$ cat src/rtl/aes_avalon_ctrl.sv
// Avalon-MM register front end for an AES decrypt core: key/ciphertext registers,
// plaintext capture, a START/DONE handshake with the core and an optional RUN timeout.
module aes_avalon_ctrl #(
  parameter int unsigned TIMEOUT = 1024
) (
  input  logic         CLK,
  input  logic         RESET_N,
  input  logic         AVL_CS,
  input  logic         AVL_READ,
  input  logic         AVL_WRITE,
  input  logic [3:0]   AVL_ADDR,
  input  logic [3:0]   AVL_BYTE_EN,
  input  logic [31:0]  AVL_WRITEDATA,
  output logic [31:0]  AVL_READDATA,
  output logic [31:0]  EXPORT_DATA,
  output logic         AES_START,
  input  logic         AES_DONE,
  output logic [127:0] AES_KEY,
  output logic [127:0] AES_MSG_ENC,
  input  logic [127:0] AES_MSG_DEC,
  output logic [1:0]   o_dbg_state
);

  typedef enum logic [1:0] {S_IDLE = 2'd0, S_RUN = 2'd1, S_DONE = 2'd2} state_t;

  state_t      r_state, w_next;
  logic [31:0] r_regs [0:11];
  logic [31:0] r_cnt;
  logic [31:0] r_rdata;
  logic        r_ctrl, r_done, r_tmo, r_start;

  logic        w_wr, w_rd, w_ctrl_wr, w_ctrl_bit, w_busy, w_term;
  logic        w_go, w_cap, w_abort, w_tmo_evt, w_clr_done;
  logic [31:0] w_rdata;

  assign w_wr       = AVL_CS & AVL_WRITE;
  assign w_rd       = AVL_CS & AVL_READ;
  assign w_ctrl_wr  = w_wr && (AVL_ADDR == 4'd14) && AVL_BYTE_EN[0];
  assign w_ctrl_bit = AVL_WRITEDATA[0];
  assign w_busy     = (r_state == S_RUN);
  assign w_term     = (TIMEOUT != 0) && (r_cnt == TIMEOUT - 1);

  // State register
  always_ff @(posedge CLK) begin
    if (!RESET_N) begin
      r_state <= S_IDLE;
      r_start <= 1'b0;
    end else begin
      r_state <= w_next;
      r_start <= (w_next == S_RUN);
    end
  end

  // Next-state logic
  always_comb begin
    w_next = r_state;
    case (r_state)
      S_IDLE: if (w_go) w_next = S_RUN;
      S_RUN: begin
        if (w_cap)                     w_next = S_DONE;
        else if (w_abort || w_tmo_evt) w_next = S_IDLE;
      end
      S_DONE: if (w_clr_done) w_next = w_go ? S_RUN : S_IDLE;
      default: w_next = S_IDLE;
    endcase
  end

  // Event decode; AES_DONE takes priority over abort and terminal count in RUN
  always_comb begin
    w_go       = 1'b0;
    w_cap      = 1'b0;
    w_abort    = 1'b0;
    w_tmo_evt  = 1'b0;
    w_clr_done = 1'b0;
    case (r_state)
      S_IDLE: w_go = w_ctrl_wr && w_ctrl_bit;
      S_RUN: begin
        if (AES_DONE)                      w_cap     = 1'b1;
        else if (w_ctrl_wr && !w_ctrl_bit) w_abort   = 1'b1;
        else if (w_term)                   w_tmo_evt = 1'b1;
      end
      S_DONE: begin
        w_clr_done = w_ctrl_wr;
        w_go       = w_ctrl_wr && w_ctrl_bit;
      end
      default: ;
    endcase
  end

  always_comb begin
    w_rdata = '0;
    case (AVL_ADDR)
      4'd12, 4'd13: w_rdata = '0;
      4'd14:        w_rdata = {31'd0, r_ctrl};
      4'd15:        w_rdata = {29'd0, r_tmo, w_busy, r_done};
      default:      w_rdata = r_regs[AVL_ADDR];
    endcase
  end

  always_ff @(posedge CLK) begin
    if (!RESET_N) begin
      for (int i = 0; i < 12; i++) r_regs[i] <= '0;
      r_cnt   <= '0;
      r_rdata <= '0;
      r_ctrl  <= 1'b0;
      r_done  <= 1'b0;
      r_tmo   <= 1'b0;
    end else begin
      if (w_rd) r_rdata <= w_rdata;

      if (w_wr && !AVL_ADDR[3] && !w_busy) begin
        for (int b = 0; b < 4; b++)
          if (AVL_BYTE_EN[b]) r_regs[AVL_ADDR][8*b +: 8] <= AVL_WRITEDATA[8*b +: 8];
      end

      if (w_cap) begin
        r_regs[8]  <= AES_MSG_DEC[127:96];
        r_regs[9]  <= AES_MSG_DEC[95:64];
        r_regs[10] <= AES_MSG_DEC[63:32];
        r_regs[11] <= AES_MSG_DEC[31:0];
      end

      if (w_go)                r_cnt <= '0;
      else if (w_busy)         r_cnt <= r_cnt + 32'd1;

      if (w_tmo_evt)           r_ctrl <= 1'b0;
      else if (w_ctrl_wr)      r_ctrl <= w_ctrl_bit;

      if (w_go || w_clr_done)  r_done <= 1'b0;
      else if (w_cap)          r_done <= 1'b1;

      if (w_go)                r_tmo <= 1'b0;
      else if (w_tmo_evt)      r_tmo <= 1'b1;
    end
  end

  assign AVL_READDATA = r_rdata;
  assign AES_START    = r_start;
  assign EXPORT_DATA  = {r_regs[0][31:16], r_regs[3][15:0]};
  assign AES_KEY      = {r_regs[0], r_regs[1], r_regs[2], r_regs[3]};
  assign AES_MSG_ENC  = {r_regs[4], r_regs[5], r_regs[6], r_regs[7]};
  assign o_dbg_state  = r_state;

endmodule

$ cat config.mk
export PLATFORM = sky130hd
export DESIGN_NAME = aes_avalon_ctrl
export DESIGN_NICKNAME = d
export VERILOG_FILES = /design/src/rtl/aes_avalon_ctrl.sv
export SDC_FILE = /design/constraint.sdc
export NUM_CORES = 1
export LEC_CHECK = 0
export CORE_ASPECT_RATIO = 0.9
export CORE_MARGIN = 3
export CORE_UTILIZATION = 30
export CTS_CLUSTER_DIAMETER = 80
export DETAILED_ROUTE_END_ITERATION = 7
export HOLD_SLACK_MARGIN = 0.02
export SYNTH_ARGS = -nofsm -noshare
export SYNTH_HDL_FRONTEND = slang
export SYNTH_SLANG_ARGS = --single-unit
export TNS_END_PERCENT = 30
$ cat constraint.sdc
create_clock -name CLK -period 5.33 [get_ports CLK]
set_clock_uncertainty 0.1 [all_clocks]
set_input_delay 0.533 -clock CLK [delete_from_list [all_inputs] [get_ports CLK]]
set_output_delay 0.533 -clock CLK [all_outputs]
set_load 0.05 [all_outputs]
==> results of run 1 <==
critical path: stages:
cell and delay [ps]:
sky130_fd_sc_hd__clkdlybuf4s50_1 680, sky130_fd_sc_hd__nor2b_1 340, sky130_fd_sc_hd__nand3_1 510, sky130_fd_sc_hd__o21ai_0 1160
report_power, final:
| part | internal (mW) | switching, mW | total, mW |
|---|---|---|---|
| Clock | 1.96 | 1.44 | 3.40 |
| Sequential | 4.03 | 0.123 | 4.15 |
| Combinational | 0.495 | 0.855 | 1.35 |
| Total | 6.48 | 2.42 | 8.90 |
sequential cells by signal, summed over array words and instances, names as in the netlist:
name	cells
AVL_READDATA	32
o_dbg_state	2
r_ctrl	1
r_regs	384
AES_START	1
r_done	1
r_cnt	32
r_tmo	1
Yosys cell counts, drive strengths merged (7+ instances only):
master	number
edfxtp	384
o21ai	69
nor4	7
a21oi	34
nand2	40
nand3	12
mux4	92
nor3	41
nor2b	7
xor2	22
inv	7
nor2	74
clkbuf	50
dfxtp	70
buf	64
nand4	20
a211oi	31
and2	407
mux2i	7
xnor2	7
cells by family after synthesis:
family,synth area share
simple gates,0.177
flops,0.630
compound gates,0.0421
buf+inv,0.0319
mux,0.106
xor+xnor,0.0124
fa+ha+maj,0.000609
layout make-up:
class	instances	area, µm²	share of cell area
inverters	7	26.3	0.000945
flip-flops and latches	454	12900	0.465
well taps	874	1090	0.0393
multi-input cells	907	6970	0.251
clock inverters	30	267	0.00959
repair buffers	520	5150	0.185
clock buffers	64	1360	0.0488
diodes	2	5.00	0.000180
final timing paths:
check                                                   from  depth (start not counted)                           end
worst max-delay path                             AVL_ADDR[2]                          4   r_regs[7][16]$_SDFFCE_PN0P_
worst min-delay path                                 RESET_N                          3  AVL_READDATA[4]$_SDFFE_PN0P_
worst max register to register     o_dbg_state[1]$_SDFF_PN0_                          4    r_regs[3][0]$_SDFFCE_PN0P_
worst min register to register  AVL_READDATA[0]$_SDFFE_PN0P_                          2  AVL_READDATA[0]$_SDFFE_PN0P_
routing by layer:
layer,routed length (µm),track usage
met5,0,0
met4,1970,0.0609
met3,4490,0.0352
met2,36100,0.341
met1,28000,0.235
cell usage in the layout (no fill, tap or decap), drive strengths merged, types with 3 or more instances in the layout:
| cell type | n |
|---|---|
| clkdlybuf4s50 | 492 |
| and2 | 407 |
| edfxtp | 384 |
| mux4 | 92 |
| nor2 | 74 |
| dfxtp | 70 |
| o21ai | 69 |
| clkbuf | 64 |
| nor3 | 41 |
| nand2 | 40 |
| a21oi | 34 |
| a211oi | 31 |
| buf | 28 |
| xor2 | 22 |
| clkinv | 22 |
| nand4 | 20 |
| nand3 | 12 |
| inv | 9 |
| nor2b | 7 |
| mux2i | 7 |
| xnor2 | 7 |
| nor4 | 7 |
| and3 | 6 |
| a21boi | 4 |
| mux2 | 3 |
| and4 | 3 |
| bufinv | 3 |
| clkinvlp | 3 |
per-stage QoR:
stage               cells  power [mW]  instance area [µm²]  worst slack, ps
finish               2858        8.90                27800             2180
detailed placement   2762        5.59                26200             1530
global route         2858        9.19                27800             1980
global placement     2762        5.58                26200             1650
CTS                  2856        8.99                27800             2110
floorplan            1482        4.97                20500             2580
==> run metrics, run 1 <==
result of the run finished clean; number of port buffers roughly 500; timing-limited maximum frequency 318 MHz; Bufs on Longest Clock Path 3; critical path type primary input to register; number of ports placed on the die boundary a little under 500; number of DRC violations after detailed routing 0; Fin. Hold Viols 0; syn_area_per_cell between 10 and 15 µm²; final setup TNS 0 ps; buffer count from post-CTS setup fixing 0; number of max-slew violations in the final report 0; critical-path maximum fanout 9; synth warn 0; main flop type after synthesis sky130_fd_sc_hd__edfxtp_1; Post-synth EDFFs 384; aggregate global-route resource usage 0.191; final critical-path share of the clock period 0.590; CTS hold repair buffers 0; fraction of the yosys area taken by sequential cells 0.630; share of cells above drive strength 1 0.108; Tmin final around 3100 ps; area leader, netlist sky130_fd_sc_hd__edfxtp_1; overall die area slightly above 70000 µm²; cell types occupying the most area after synthesis sky130_fd_sc_hd__edfxtp_1, sky130_fd_sc_hd__and2_1, sky130_fd_sc_hd__mux4_2; Worst Hold Class primary input to register; largest net degree at the start of global routing 129; relative area change from synthesis to final layout 35.3%; actual slew at the worst max-slew pin ~1300 ps; vias in the first global route 14600; worst hold slack across all endpoints between 300 and 400 ps; final global-route overflow total 0; final-report setup violation count 0; clock tree from TritonCTS built; clk slew on worst S/H paths about 60 ps; post-synthesis cell count 1482; number of gates resized after cts 0; number of sinks handled by clock tree synthesis approximately 450; critical path required time ~5400 ps; Via Count 14100; Initial DRT Pass Iterations 5; Power per Cell Area between 300 and 400 nW/µm²; number of filler cells placed in the layout 6154; post-DR wirelength/cell ~25 µm; crit end category register; share of the core filled with cells 0.412; wirelength, routed around 70000 µm; initial antenna violation count 5; standard cell core area 67500 µm²; post-synthesis register bit count about 450; initial cell density of the core 0.304; leakage ~9.7 nW; Slew HR 0.0976; cts bufs inserted between 50 and 60; category of the worst setup path launch point primary input; latest clock arrival within the worst-skew pair 590 ps; Worst VDD drop around 0.00019 V; proportion of synthesized flip-flops having asynchronous set or reset 0; count of antenna-violating nets left after detailed routing 0; Post-DP HPWL between 50000 and 60000 µm; number of distinct library cell variants in the gate-level netlist after synthesis 48; top cell type's share of synthesized area 0.561; unrepaired setup endpoints after global routing no; detailed-route vias per instance between 4 and 5; detailed router's first-iteration violation count about 1100; post-synthesis instance area between 20000 and 25000 µm²; number of nets in the layout between 2000 and 2500; Mapped Nets 1657; global placer's final weighted congestion 0.857; H-Tree Level Count 2; FP Rows 90; first-pass GRT wire length 99900 µm; minimum setup slack among reg-to-reg paths 2250 ps; maxcap violations 0; clock root buffer master sky130_fd_sc_hd__clkbuf_16; crit path DAT 3240 ps; horizontal die dimension between 200 and 300 µm; DIE HEIGHT approximately 250 µm
(Power assumes the default switching activity.)
==> run 2: changes to the inputs <==
clock period = 2.7 ns   (was 5.33 ns; I/O delays follow)
==> run 2 against run 1 <==
Compared with the run above:
- non-clock buffer count rose by 61
- largest power group unchanged
- critical path depth decreased by 3
- sequential share of layout area is 1.4 points lower
- routed wire length up 3.9%
- core utilization up 1.3 points
- flip-flop and latch count unchanged
- combinational power grew 100%
- largest cell class unchanged
- power grew 110%
- cell count is 2.1% higher
==> run metrics, run 2 (synthesis results as in run 1) <==
FP Rows 90 (unchanged); number of flip-flops under the largest register name 384 (unchanged); relative area change from synthesis to final layout 39.6% (was 35.3%); final setup TNS 0 ps (unchanged); Initial DRT Pass Iterations 5 (unchanged); Psw 4.89 mW (was 2.42 mW); count of antenna-violating nets left after detailed routing 0 (unchanged); Fin. Hold Viols 0 (unchanged); Via Count 14400 (was 14100); family with the most delay on the worst path buffers and inverters (was compound AO/OA/AOI/OAI gates); clock root buffer master sky130_fd_sc_hd__clkbuf_16 (unchanged); Placed Instances 2822 (was 2762); vias in the first global route 14900 (was 14600); number of filler cells placed in the layout 6077 (was 6154); number of ports placed on the die boundary 497 (unchanged); most frequent cells in the layout sky130_fd_sc_hd__clkdlybuf4s50_1, sky130_fd_sc_hd__and2_1, sky130_fd_sc_hd__edfxtp_1 (unchanged); largest stage delay on the critical path 940 ps (was 1160 ps); aggregate global-route resource usage 0.199 (was 0.191); detailed router's first-iteration violation count 1393 (was 1102); H-Tree Level Count 2 (unchanged); Max stage delay cell, worst path sky130_fd_sc_hd__clkdlybuf4s50_1 (was sky130_fd_sc_hd__o21ai_0); global placer's final weighted congestion 0.848 (was 0.857); standard cell core area 67500 µm² (unchanged); multi-input gate area in the final layout 6970 µm² (unchanged); horizontal die dimension 282 µm (unchanged); Critical Path, Cell by Cell clkdlybuf4s50_1 (was clkdlybuf4s50_1, nor2b_1, nand3_1, o21ai_0); DIE HEIGHT 254 µm (unchanged); fraction of power spent switching nets 0.260 (was 0.271); most frequent standard cell in the layout excluding fill and tap cells sky130_fd_sc_hd__clkdlybuf4s50_1 (unchanged); wirelength, routed 73300 µm (was 70500 µm); Clk network pwr share 0.417 (was 0.382); final global-route overflow total 0 (unchanged); leakage 10.1 nW (was 9.66 nW); initial antenna violation count 6 (was 5); largest net degree at the start of global routing 152 (was 129); crit path DAT 2050 ps (was 3240 ps); Tmin final around 2400 ps; register ranked first by flip-flop count r_regs (unchanged); unrepaired setup endpoints after global routing no (unchanged); critical path required time 2330 ps (was 5420 ps); critical path type register to primary output (was primary input to register); number of DRC violations after detailed routing 0 (unchanged); Sequential Area 12900 µm² (unchanged); Post-DP HPWL 55500 µm (was 53100 µm); first-pass GRT wire length 103000 µm (was 99900 µm); Worst Hold Class primary input to register (unchanged); number of nets in the layout 2176 (was 2116); final cell count without fillers 2918 (was 2858); Power per Cell Area 655 nW/µm² (was 320 nW/µm²); share of cells above drive strength 1 0.139 (was 0.108); final critical-path share of the clock period 0.895; Reg power frac 0.436 (was 0.466); crit end category primary output (was register); power after layout 18.8 mW (was 8.90 mW); internal power component 13.9 mW (was 6.48 mW); detailed-route vias per instance 4.95 (was 4.94); Slew HR 0.543 (was 0.0976); number of max-slew violations in the final report 0 (unchanged); portion of total power attributed to combinational logic 0.146 (was 0.152); critical-path maximum fanout 7 (was 9); initial cell density of the core 0.304 (unchanged); cts bufs inserted 50 (was 51); combined buffer and inverter count along the critical path 1 (unchanged); clock tree from TritonCTS built (unchanged); category of the worst setup path launch point register (was primary input); worst hold slack across all endpoints 112 ps (was 335 ps); Bufs on Longest Clock Path 3 (unchanged); Worst VDD drop 0.000413 V (was 0.000189 V); timing-limited maximum frequency 414 MHz; actual slew at the worst max-slew pin 685 ps (was 1340 ps); number of sinks handled by clock tree synthesis 454 (unchanged); overall die area 71600 µm² (unchanged); Worst Slack Setup Final 284 ps (was 2180 ps); final-report setup violation count 0 (unchanged); number of gates resized after cts 0 (unchanged); maxcap violations 0 (unchanged); post-DR wirelength/cell 25.1 µm (was 24.7 µm); latest clock arrival within the worst-skew pair 590 ps (about the same); result of the run finished clean (unchanged); clk slew on worst S/H paths 60 ps (about the same); number of port buffers 496 (unchanged); pre-CTS setup slack 92.7 ps (was 1530 ps)
[run 2: cell types whose count changed in the layout (fill, tap and decap cells not counted), sizes merged]
cell and change:
buf +60, bufinv +11, clkbuf -7, clkinv -10, clkinvlp +1, dlygate4sd3 +1
inv +4
[run 2: worst register-to-register path, stage by stage, from the launching register on]
cell and delay [ps]:
sky130_fd_sc_hd__dfxtp_1 520, sky130_fd_sc_hd__nor2b_1 180, sky130_fd_sc_hd__nor2_2 140, sky130_fd_sc_hd__buf_4 190, sky130_fd_sc_hd__nand2_1 310, sky130_fd_sc_hd__o21ai_0 420
sky130_fd_sc_hd__buf_4 220
[run 2: metal layers]
| metal | GRT usage | vias up | wire [µm] |
|---|---|---|---|
| met4 | 0.0610 | 8 | 1960 |
| li1 | - | 6456 | - |
| met3 | 0.0416 | 109 | 5300 |
| met5 | 0 | - | 55 |
| met2 | 0.341 | 611 | 36300 |
| met1 | 0.255 | 7246 | 29600 |
[run 2: path summary, 6_finish.rpt]
check,startpoint,endpoint,slack [ps],cells after the start
worst max-delay path,o_dbg_state[1]$_SDFF_PN0_,o_dbg_state[1],280,1
worst min-delay path,AVL_ADDR[3],AVL_READDATA[2]$_SDFFE_PN0P_,110,3
worst max register to register,o_dbg_state[1]$_SDFF_PN0_,r_regs[3][27]$_SDFFCE_PN0P_,340,6
worst min register to register,AVL_READDATA[0]$_SDFFE_PN0P_,AVL_READDATA[0]$_SDFFE_PN0P_,400,2
[run 2: timing repair]
| item | in CTS | in global routing |
|---|---|---|
| endpoints found under the setup margin | 0 | 0 |
| setup buffers | 0 | 0 |
| hold buffers | 1 | 0 |
| hold endpoints to repair | 1 | 0 |
[run 2: power groups by stage]
| stage | logic [mW] | registers, mW | clock network [mW] |
|---|---|---|---|
| finish | 2.75 | 8.20 | 7.83 |
| global route | 2.86 | 8.22 | 8.23 |
| CTS | 2.79 | 8.20 | 7.96 |
| detailed placement | 2.78 | 8.34 | 0 |
| global placement | 2.77 | 8.34 | 0 |
| floorplan | 0.739 | 9.08 | 0 |
[run 2: stage by stage]
| stage | cell area, µm² | util |
|---|---|---|
| final | 28700 | 0.425 |
| after global routing | 28700 | 0.425 |
| after CTS | 28700 | 0.425 |
| after detailed placement | 26800 | 0.397 |
| after floorplan | 20500 | - |
| after global placement | 26800 | 0.397 |
[run 2: area by class of cell]
type | instances | share of cell area
clock inverters | 36 | 0.0200
multi-input cells | 907 | 0.243
repair buffers | 581 | 0.200
flip-flops and latches | 454 | 0.451
well taps | 874 | 0.0381
clock buffers | 57 | 0.0463
inverters | 7 | 0.000916
diodes | 2 | 0.000175
==> run 3: changes to the inputs <==
PLACE_DENSITY = 0.6   (was not set)
==> results of run 3 <==
Same layout as run 2: the final DEF is identical, and so are final timing and power.
